`src/rtl/muldiv_pkg.sv`:
```
// Shared definitions for the M-extension sequencer: FSM states, funct3 codes,
// ALU opcodes used by the ALU control decode, and a small elaboration helper.
package muldiv_pkg;

    typedef enum logic [1:0] {
        IDLE = 2'd0,
        LOAD = 2'd1,
        RUN  = 2'd2,
        DONE = 2'd3
    } state_t;

    localparam logic [2:0] F3_MUL    = 3'b000;
    localparam logic [2:0] F3_MULH   = 3'b001;
    localparam logic [2:0] F3_MULHSU = 3'b010;
    localparam logic [2:0] F3_MULHU  = 3'b011;
    localparam logic [2:0] F3_DIV    = 3'b100;
    localparam logic [2:0] F3_DIVU   = 3'b101;
    localparam logic [2:0] F3_REM    = 3'b110;
    localparam logic [2:0] F3_REMU   = 3'b111;

    localparam logic [3:0] ALU_ADD  = 4'd0;
    localparam logic [3:0] ALU_SUB  = 4'd1;
    localparam logic [3:0] ALU_AND  = 4'd2;
    localparam logic [3:0] ALU_OR   = 4'd3;
    localparam logic [3:0] ALU_XOR  = 4'd4;
    localparam logic [3:0] ALU_SLL  = 4'd5;
    localparam logic [3:0] ALU_SRL  = 4'd6;
    localparam logic [3:0] ALU_SRA  = 4'd7;
    localparam logic [3:0] ALU_SLT  = 4'd8;
    localparam logic [3:0] ALU_SLTU = 4'd9;
    localparam logic [3:0] ALU_MUL  = 4'd10;
    localparam logic [3:0] ALU_DIV  = 4'd11;

    function automatic int max_int(input int a, input int b);
        return (a > b) ? a : b;
    endfunction

endpackage

```
`src/rtl/muldiv_lat_cnt.sv`:
```
// Loadable down-counter with a zero flag; it holds at zero rather than wrapping.
module muldiv_lat_cnt #(
    parameter int CW = 6
) (
    input  logic          clk,
    input  logic          rst,
    input  logic          i_load,
    input  logic [CW-1:0] i_load_val,
    input  logic          i_dec,
    output logic          o_zero
);

    logic [CW-1:0] r_cnt;

    always_ff @(posedge clk or posedge rst) begin
        if (rst) begin
            r_cnt <= '0;
        end else if (i_load) begin
            r_cnt <= i_load_val;
        end else if (i_dec && (r_cnt != '0)) begin
            r_cnt <= r_cnt - 1'b1;
        end
    end

    assign o_zero = (r_cnt == '0);

endmodule

```
`src/rtl/muldiv_seq.sv`:
```
// Sequencer for the iterative mul/div units: load pulse, act strobes, writeback handshake.
// Optional macro DIV_ZERO_EARLY_EN: a divide by zero finishes after a single dact cycle.
module muldiv_seq
    import muldiv_pkg::*;
#(
    parameter int W       = 32,
    parameter int MUL_LAT = 4,
    parameter int DIV_LAT = 32
) (
    input  logic       clk,
    input  logic       rst,
    input  logic       req_valid,
    input  logic [2:0] req_funct3,
    input  logic [4:0] req_rd,
    input  logic       req_useRd,
    output logic       req_ready,
    input  logic       kill,
    input  logic       div_zero,
    output logic       mul_load,
    output logic       div_load,
    output logic       mact,
    output logic       dact,
    output logic       mul_res_sel,
    output logic       div_res_sel,
    output logic       busy,
    output logic       stall,
    output logic       wb_valid,
    input  logic       wb_ready,
    output logic [4:0] wb_rd,
    output logic       wb_useRd,
    output logic       wb_div,
    output logic [1:0] dbg_state
);

    localparam int CW = $clog2(max_int(MUL_LAT, DIV_LAT)) + 1;

    if (W < 1 || MUL_LAT < 1 || DIV_LAT < 1) begin : g_bad_param
        $error("muldiv_seq: W, MUL_LAT and DIV_LAT must all be >= 1");
    end

    // Handshakes: a request is taken on an edge where req_valid & req_ready & ~kill;
    // a result retires on an edge where wb_valid & wb_ready & ~kill.
    state_t     r_state;
    state_t     w_state_nxt;
    logic [2:0] r_funct3;
    logic [4:0] r_rd;
    logic       r_useRd;
    logic       w_accept;
    logic       w_is_div;
    logic       w_cnt_zero;
    logic [CW-1:0] w_load_val;

    assign w_is_div = r_funct3[2];
    assign w_accept = (r_state == IDLE) && req_valid && !kill;

`ifdef DIV_ZERO_EARLY_EN
    assign w_load_val = (w_is_div && div_zero) ? '0 :
                        w_is_div ? CW'(DIV_LAT - 1) : CW'(MUL_LAT - 1);
`else
    logic w_div_zero_unused;
    assign w_div_zero_unused = div_zero;
    assign w_load_val = w_is_div ? CW'(DIV_LAT - 1) : CW'(MUL_LAT - 1);
`endif

    muldiv_lat_cnt #(
        .CW(CW)
    ) u_lat_cnt (
        .clk       (clk),
        .rst       (rst),
        .i_load    (r_state == LOAD),
        .i_load_val(w_load_val),
        .i_dec     (r_state == RUN),
        .o_zero    (w_cnt_zero)
    );

    always_ff @(posedge clk or posedge rst) begin
        if (rst) begin
            r_state  <= IDLE;
            r_funct3 <= '0;
            r_rd     <= '0;
            r_useRd  <= 1'b0;
        end else begin
            r_state <= w_state_nxt;
            if (w_accept) begin
                r_funct3 <= req_funct3;
                r_rd     <= req_rd;
                r_useRd  <= req_useRd;
            end
        end
    end

    // kill wins over every transition, including a same-cycle request in IDLE.
    always_comb begin
        w_state_nxt = r_state;
        case (r_state)
            IDLE:    if (req_valid) w_state_nxt = LOAD;
            LOAD:    w_state_nxt = RUN;
            RUN:     if (w_cnt_zero) w_state_nxt = DONE;
            DONE:    if (wb_ready) w_state_nxt = IDLE;
            default: w_state_nxt = IDLE;
        endcase
        if (kill) w_state_nxt = IDLE;
    end

    assign req_ready   = (r_state == IDLE);
    assign stall       = req_valid && !req_ready;
    assign busy        = (r_state != IDLE);
    assign mul_load    = (r_state == LOAD) && !w_is_div;
    assign div_load    = (r_state == LOAD) && w_is_div;
    assign mact        = (r_state == RUN) && !w_is_div;
    assign dact        = (r_state == RUN) && w_is_div;
    assign wb_valid    = (r_state == DONE);
    assign mul_res_sel = (r_funct3 != F3_MUL);
    assign div_res_sel = r_funct3[1];
    assign wb_div      = w_is_div;
    assign wb_rd       = r_rd;
    assign wb_useRd    = r_useRd;
    assign dbg_state   = r_state;

endmodule

```
`config.mk`:
```
export PLATFORM = sky130hd
export DESIGN_NAME = muldiv_seq
export DESIGN_NICKNAME = d
export VERILOG_FILES = /design/src/rtl/muldiv_pkg.sv /design/src/rtl/muldiv_lat_cnt.sv /design/src/rtl/muldiv_seq.sv
export SDC_FILE = /design/constraint.sdc
export NUM_CORES = 1
export LEC_CHECK = 0
export BUFFER_PORTS_ARGS = -buffer_cell sky130_fd_sc_hd__buf_4
export CORE_MARGIN = 8
export CORE_UTILIZATION = 30
export DETAILED_ROUTE_END_ITERATION = 10
export GPL_ROUTABILITY_DRIVEN = 0
export GPL_TIMING_DRIVEN = 0
export PLACE_DENSITY_LB_ADDON = 0.3
export SYNTH_ARGS = -nofsm -noshare
export SYNTH_HDL_FRONTEND = slang
export SYNTH_SLANG_ARGS = --single-unit
```
`constraint.sdc`:
```
create_clock -name clk -period 1.8 [get_ports clk]
set_clock_uncertainty 0.05 [all_clocks]
set_input_delay 0.09 -clock clk [delete_from_list [all_inputs] [get_ports clk]]
set_output_delay 0.09 -clock clk [all_outputs]
set_load 0.1 [all_outputs]
```
==> metrics.txt, run 1 <==
TritonCTS clock tree=built; pin slew with the least headroom to its limit=0.6555 ns; DP Wirelength=roughly 1800 um; fraction of synthesis flops using an asynchronous set or reset pin=1.000; Post-Synthesis Cell Area=slightly above 900 sq um; Area Growth Syn to Fin=61.26%; number of buffers on the longest clock path=2; mean routed wirelength per cell=between 10 and 15 um; highest achievable clock rate=between 500 and 600 MHz; critical path data required time=approximately 2 ns; Final Instance Count excl. Fillers=about 170; Synth Instances=86; critical path fanouts, max=7; sort of element at the start of the critical path=register; #FFs+latches synth=17; sequential area share after synthesis=0.4638; worst rel slew slack=0.5625; Placed Cells=about 150; antenna violations before repair=0; DRT Wirelength=2334 um; final antenna-violating net count=0; per-instance average area after synthesis=about 11 sq um; 1st-iter DRT viols=26; Slowest cell on crit path=sky130_fd_sc_hd__dfrtp_4; total CTS buffers=3; worst r2r src=dbg_state[0]$_DFFE_PP0P_; outcome=complete, no violations; final period utilization=0.9764; layout filler cell count=around 270; cell chosen for the clock root=sky130_fd_sc_hd__clkbuf_4; vias in the first global route=between 800 and 900; Crit path largest cell delay=approximately 0.52 ns; leading register cell type out of synthesis=sky130_fd_sc_hd__dfrtp_1; initial standard-cell utilization of the core=0.3080; maximum number of pins on one net before global-route repair=18; clock edge transition at the registers on the reported setup and hold paths=~0.1 ns; kind of end point of the critical path=register; Die Outline Area=~5000 sq um; synthesized netlist net count=roughly 110; unrepaired setup endpoints after global routing=true; final instance area=approximately 1500 sq um; number of hold-slack violations in the final timing report=0; total number of vias=between 800 and 900; proportion of layout cells with a drive suffix above 1=0.5147; ordered list of cells on the worst path=clkinv_4, ha_4, or3b_1, or4_1, a21oi_2; accumulated negative setup slack=0 ns; launch point of the critical path=dbg_state[0]$_DFFE_PP0P_; Worst path top cell family by delay=simple AND/OR/NAND/NOR gates; total number of placement rows=20; clk sink count=17; chip height=a little over 70 um; max_cap viols=0; ant diodes=0; setup violation total in the final timing report=0; # IOs=34; class of the most critical hold timing path=in2reg; startpoint of the worst hold path=kill; sequential cell area=434.2 sq um; number of max-slew violations in the final report=0; fin nets=around 160; gr usage total=0.09647; clock insertion delay at the later pin of the skew report=0.30 ns; vias per cell=about 4.9; area used by multi-input combinational logic=530.5 sq um; first-pass GRT wire length=4057 um; EDFF count, synth=0; total global routing overflow=0; minimum period implied by the final worst setup slack=~1.8 ns; DR DRC count=0; number of distinct library cells after synthesis=26; Clock H-tree levels=1; data arrival time at the worst-slack endpoint=roughly 1.9 ns; critical path class=reg2reg; core outline area=between 2000 and 3000 sq um; width of the die=71.29 um; number of synthesis warnings=0; Bufs and invs on worst path=1; number of iterations in the first detailed-routing pass=5; port buffer count=32; cell area after placement=1291 sq um
-- sequential cells by signal (all words and copies together), names as in the netlist --
name / count
wb_useRd: 1
u_lat_cnt.r_cnt: 6
r_funct3: 3
wb_rd: 5
dbg_state: 2
-- metal layers --
layer / global-route usage / wire, um / share of wire / vias up
li1: - / - / - / 398
met1: 0.1000 / 905 / 0.39 / 403
met2: 0.1755 / 1226 / 0.53 / 33
met3: 0.04881 / 201 / 0.086 / 0
met4: 0.006928 / 0 / 0 / 0
met5: 0 / 0 / 0 / -
-- synthesized netlist by cell type, types with 2 or more instances --
master	instances	area share
sky130_fd_sc_hd__mux2i_1	3	0.033
sky130_fd_sc_hd__nor2b_1	3	0.020
sky130_fd_sc_hd__and2_1	2	0.014
sky130_fd_sc_hd__a21oi_1	6	0.033
sky130_fd_sc_hd__mux2_2	9	0.11
sky130_fd_sc_hd__a31oi_1	2	0.014
sky130_fd_sc_hd__or4_1	2	0.016
sky130_fd_sc_hd__dfrtp_1	17	0.46
sky130_fd_sc_hd__ha_1	7	0.095
sky130_fd_sc_hd__o21ai_0	2	0.011
sky130_fd_sc_hd__nor2_1	6	0.025
sky130_fd_sc_hd__nand2b_1	2	0.014
sky130_fd_sc_hd__nand2_1	3	0.012
sky130_fd_sc_hd__inv_1	9	0.037
sky130_fd_sc_hd__or3_1	2	0.014
-- area by class of cell --
class                           count  area share
Tap cell                           33     0.02792
Inverter                            9     0.02792
Clock inverter                      1    0.005076
Clock buffer                        3     0.01523
Timing Repair Buffer               46      0.2614
Buffer                              1     0.01015
Sequential cell                    17      0.2936
Multi-Input combinational cell     59      0.3587
-- stage by stage --
step / utilization / worst slack, ns / hold WS (ns)
floorplan: - / -0.08870 / -0.03396
global placement: 0.4336 / 0.03618 / 0.1753
detailed placement: 0.4336 / 0.01095 / 0.1740
CTS: 0.4912 / 0.001696 / 0.005528
global route: 0.4966 / -0.006495 / 0.006348
finish: 0.4966 / 0.04252 / 0.009738
-- placed cells by master, fill, tap and decap left out, drive strengths merged --
master | synthesis | routed
nand2b | 2 | 2
or2 | 1 | 1
buf | 0 | 37
o2111ai | 1 | 1
or3b | 1 | 1
nand3 | 1 | 1
clkinvlp | 0 | 1
dlygate4sd3 | 0 | 10
and2 | 2 | 2
nor3 | 1 | 1
mux2 | 9 | 9
clkinv | 0 | 1
clkbuf | 1 | 3
nand2 | 3 | 3
or4b | 1 | 1
mux2i | 3 | 3
a21oi | 6 | 6
nor2b | 3 | 3
a21boi | 1 | 1
dfrtp | 17 | 17
or3 | 2 | 2
o31ai | 1 | 1
nor2 | 6 | 6
a211o | 2 | 2
ha | 7 | 7
o21ai | 2 | 2
a31oi | 2 | 2
or4 | 2 | 2
inv | 9 | 8
-- worst register-to-register path, stage by stage, from the launching register on --
cell and delay, ns:
sky130_fd_sc_hd__dfrtp_4 0.52, sky130_fd_sc_hd__clkinv_4 0.07, sky130_fd_sc_hd__ha_4 0.15, sky130_fd_sc_hd__or3b_1 0.35, sky130_fd_sc_hd__or4_1 0.42, sky130_fd_sc_hd__a21oi_2 0.13
-- timing repair --
| item | in CTS | in global routing |
|---|---|---|
| buffers inserted | 3 | 1 |
| pin swaps | 0 | 2 |
| hold buffers | 10 | 0 |
| gates resized for setup | 5 | 4 |
| hold endpoints to repair | 26 | 0 |
| setup endpoints to repair | 3 | 4 |
-- worst paths after layout --
path | to | slack [ns] | cells after the start
worst max-delay path | u_lat_cnt.r_cnt[5]$_DFFE_PP0P_ | 0.04 | 5
worst min-delay path | dbg_state[0]$_DFFE_PP0P_ | 0.01 | 3
worst max register to register | u_lat_cnt.r_cnt[5]$_DFFE_PP0P_ | 0.04 | 5
worst min register to register | r_funct3[0]$_DFFE_PP0P_ | 0.46 | 1
max in group asynchronous | dbg_state[0]$_DFFE_PP0P_ | 0.81 | 3
min in group asynchronous | wb_useRd$_DFFE_PP0P_ | 0.40 | 3
-- cells by family after synthesis --
group                    Yosys count  share of synthesized area
AND/OR/NAND/NOR                   25                     0.1528
multiplexers                      12                     0.1433
flip-flops                        17                     0.4638
buffers and inverters             10                    0.04092
adder cells (fa/ha/maj)            7                    0.09549
AO/OA/AOI/OAI                     15                     0.1037
Power of run 1 is not shown: default switching activity piles up to over one toggle a cycle in this logic, so the estimate is an artifact.
==> run 2, diff against run 1 <==
==> constraint.sdc (replaced) <==
create_clock -name clk -period 1.8 [get_ports clk]
set_clock_uncertainty 0.05 [all_clocks]
set_input_delay 0.45 -clock clk [delete_from_list [all_inputs] [get_ports clk]]
set_output_delay 0.45 -clock clk [all_outputs]
set_load 0.1 [all_outputs]
==> run 2 against run 1 <==
  * Maximum frequency shrank 12%
  * Critical path type unchanged
  * The flow now finishes with violations (setup timing)
  * First-iteration DRC count rose by 27%
  * Sequential share of layout area decreased by 2.4 points
  * Final area is 9.3% higher
  * Critical endpoint unchanged
  * Hold slack improved by 0.17 ns
  * Critical path depth is 1 higher
  * Worst setup slack worse by 0.24 ns
  * Non-clock buffer count is 5 higher
  * Flip-flop and latch count unchanged
==> metrics.txt, run 2 (synthesis results as in run 1) <==
outcome=finished with violations; failing checks=setup timing; antenna violations before repair=0 (unchanged); gr usage total=0.09819 (+0.001720); critical path fanouts, max=4 (-3); leading cell types in the layout, fill and taps excluded=40 x sky130_fd_sc_hd__buf_4, 13 x sky130_fd_sc_hd__dfrtp_1, 9 x sky130_fd_sc_hd__mux2_2, 9 x sky130_fd_sc_hd__buf_12, 5 x sky130_fd_sc_hd__a21oi_1; DR DRC count=0 (unchanged); critical path class=reg2reg; class of the most critical hold timing path=in2async; final antenna-violating net count=0 (unchanged); ordered list of cells on the worst path=inv_4, ha_4, buf_6, or3b_4, or4_4, a21oi_2; mean routed wirelength per cell=13.83 um (+0.12%); Area Growth Syn to Fin=76.26%; worst r2r src=dbg_state[0]$_DFFE_PP0P_; number of flip-flops in the largest register=6 (unchanged); # IOs=34 (unchanged); critical path data required time=1.99 ns (about the same); Clock H-tree levels=1 (unchanged); DP Wirelength=1699 um (-3.6%); total global routing overflow=0 (unchanged); clk sink count=17 (unchanged); total number of placement rows=20 (unchanged); Post-CTS Hold Fix Bufs=0 (-10); Die Outline Area=5082 sq um (unchanged); Bufs and invs on worst path=2 (+1); worst rel slew slack=0.5589 (-0.003632); Worst path top cell family by delay=simple AND/OR/NAND/NOR gates; worst slack, placed=-0.1291 ns (-0.1401 ns); commonest non-fill, non-tap cell in the layout=sky130_fd_sc_hd__buf_4; vias per cell=4.828 (-2.2%); port buffer count=32 (unchanged); DRT Wirelength=2406 um (+3.1%); Crit path largest cell delay=0.51 ns (about the same); final instance area=1617 sq um (+9.3%); register with the most flip-flops=u_lat_cnt.r_cnt; launch point of the critical path=dbg_state[0]$_DFFE_PP0P_; final period utilization=1.108 (+0.1320); proportion of layout cells with a drive suffix above 1=0.6312 (+0.1165); highest achievable clock rate=501.2 MHz (-12%); first-pass GRT wire length=4022 um (-0.86%); max_cap viols=0 (unchanged); number of max-slew violations in the final report=0 (unchanged); TritonCTS clock tree=built; fin worst setup slack=-0.1951 ns (-0.2376 ns); vias in the first global route=906 (+3.4%); pin slew with the least headroom to its limit=0.6609 ns (+0.005441 ns); initial standard-cell utilization of the core=0.3080 (unchanged); chip height=71.29 um (unchanged); total CTS buffers=3 (unchanged); ant diodes=0 (unchanged); clock edge transition at the registers on the reported setup and hold paths=0.10 ns (about the same); number of cells on the worst reg-to-reg path=6 (+1); total number of vias=840 (+0.72%); Slowest cell on crit path=sky130_fd_sc_hd__dfrtp_4; maximum number of pins on one net before global-route repair=18 (unchanged); sort of element at the start of the critical path=register; utilization after layout=0.5429 (+0.04622); width of the die=71.29 um (unchanged); 1st-iter DRT viols=33 (+27%); layout filler cell count=251 (-8.4%); core outline area=2978 sq um (unchanged); endpoint of the worst register-to-register path=u_lat_cnt.r_cnt[5]$_DFFE_PP0P_; Reg2Reg Setup Slack=-0.20 ns (-0.24 ns); kind of end point of the critical path=register; fin nets=164 (+3.1%); cell chosen for the clock root=sky130_fd_sc_hd__clkbuf_4; cell area after placement=1272 sq um (-1.5%); data arrival time at the worst-slack endpoint=2.19 ns (+0.25 ns); unrepaired setup endpoints after global routing=true; minimum period implied by the final worst setup slack=1.995 ns (+0.2376 ns); number of hold-slack violations in the final timing report=0 (unchanged); clock insertion delay at the later pin of the skew report=0.30 ns (about the same); setup violation total in the final timing report=10 (+10); number of iterations in the first detailed-routing pass=3 (-2); number of buffers on the longest clock path=2 (unchanged)
-- run 2: area by class of cell --
type	instances	area (sq um)	area share
clock buffer	3	22.52	0.01393
clock inverter	1	7.507	0.004644
inverter	9	45.04	0.02786
multi-input combinational	59	550.5	0.3406
sequential	17	435.4	0.2694
tap	33	41.29	0.02554
timing repair buffer	52	514.2	0.3181
-- run 2: worst max path at each step --
stage / to / cells after the start
detailed placement: u_lat_cnt.r_cnt[5]$_DFFE_PP0P_ / 5
global placement: mact / 5
global route: u_lat_cnt.r_cnt[5]$_DFFE_PP0P_ / 6
finish: u_lat_cnt.r_cnt[5]$_DFFE_PP0P_ / 6
floorplan: busy / 3
CTS: dact / 4
-- run 2: what timing repair did --
action,CTS,global route
hold endpoints to repair,0,0
setup buffers,13,7
setup endpoints to repair,10,22
gates resized for setup,37,6
pin swaps,3,3
-- run 2: layer usage --
| layer | global-route usage | wire [um] |
|---|---|---|
| met5 | 0 | 0 |
| met4 | 0.02771 | 37 |
| met3 | 0.05160 | 204 |
| met2 | 0.1673 | 1223 |
| met1 | 0.1024 | 941 |
-- run 2: stage by stage --
stage / std cells / setup TNS [ns] / hold WS, ns
final: 174 / -1.240 / 0.1803
after global routing: 174 / -2.635 / 0.2258
after CTS: 168 / -1.357 / 0.1953
after detailed placement: 151 / -0.4122 / 0.4456
after global placement: 151 / -0.4122 / 0.4391
after floorplan: 86 / -3.980 / 0.3260
Power of run 2 is left out for the same reason.
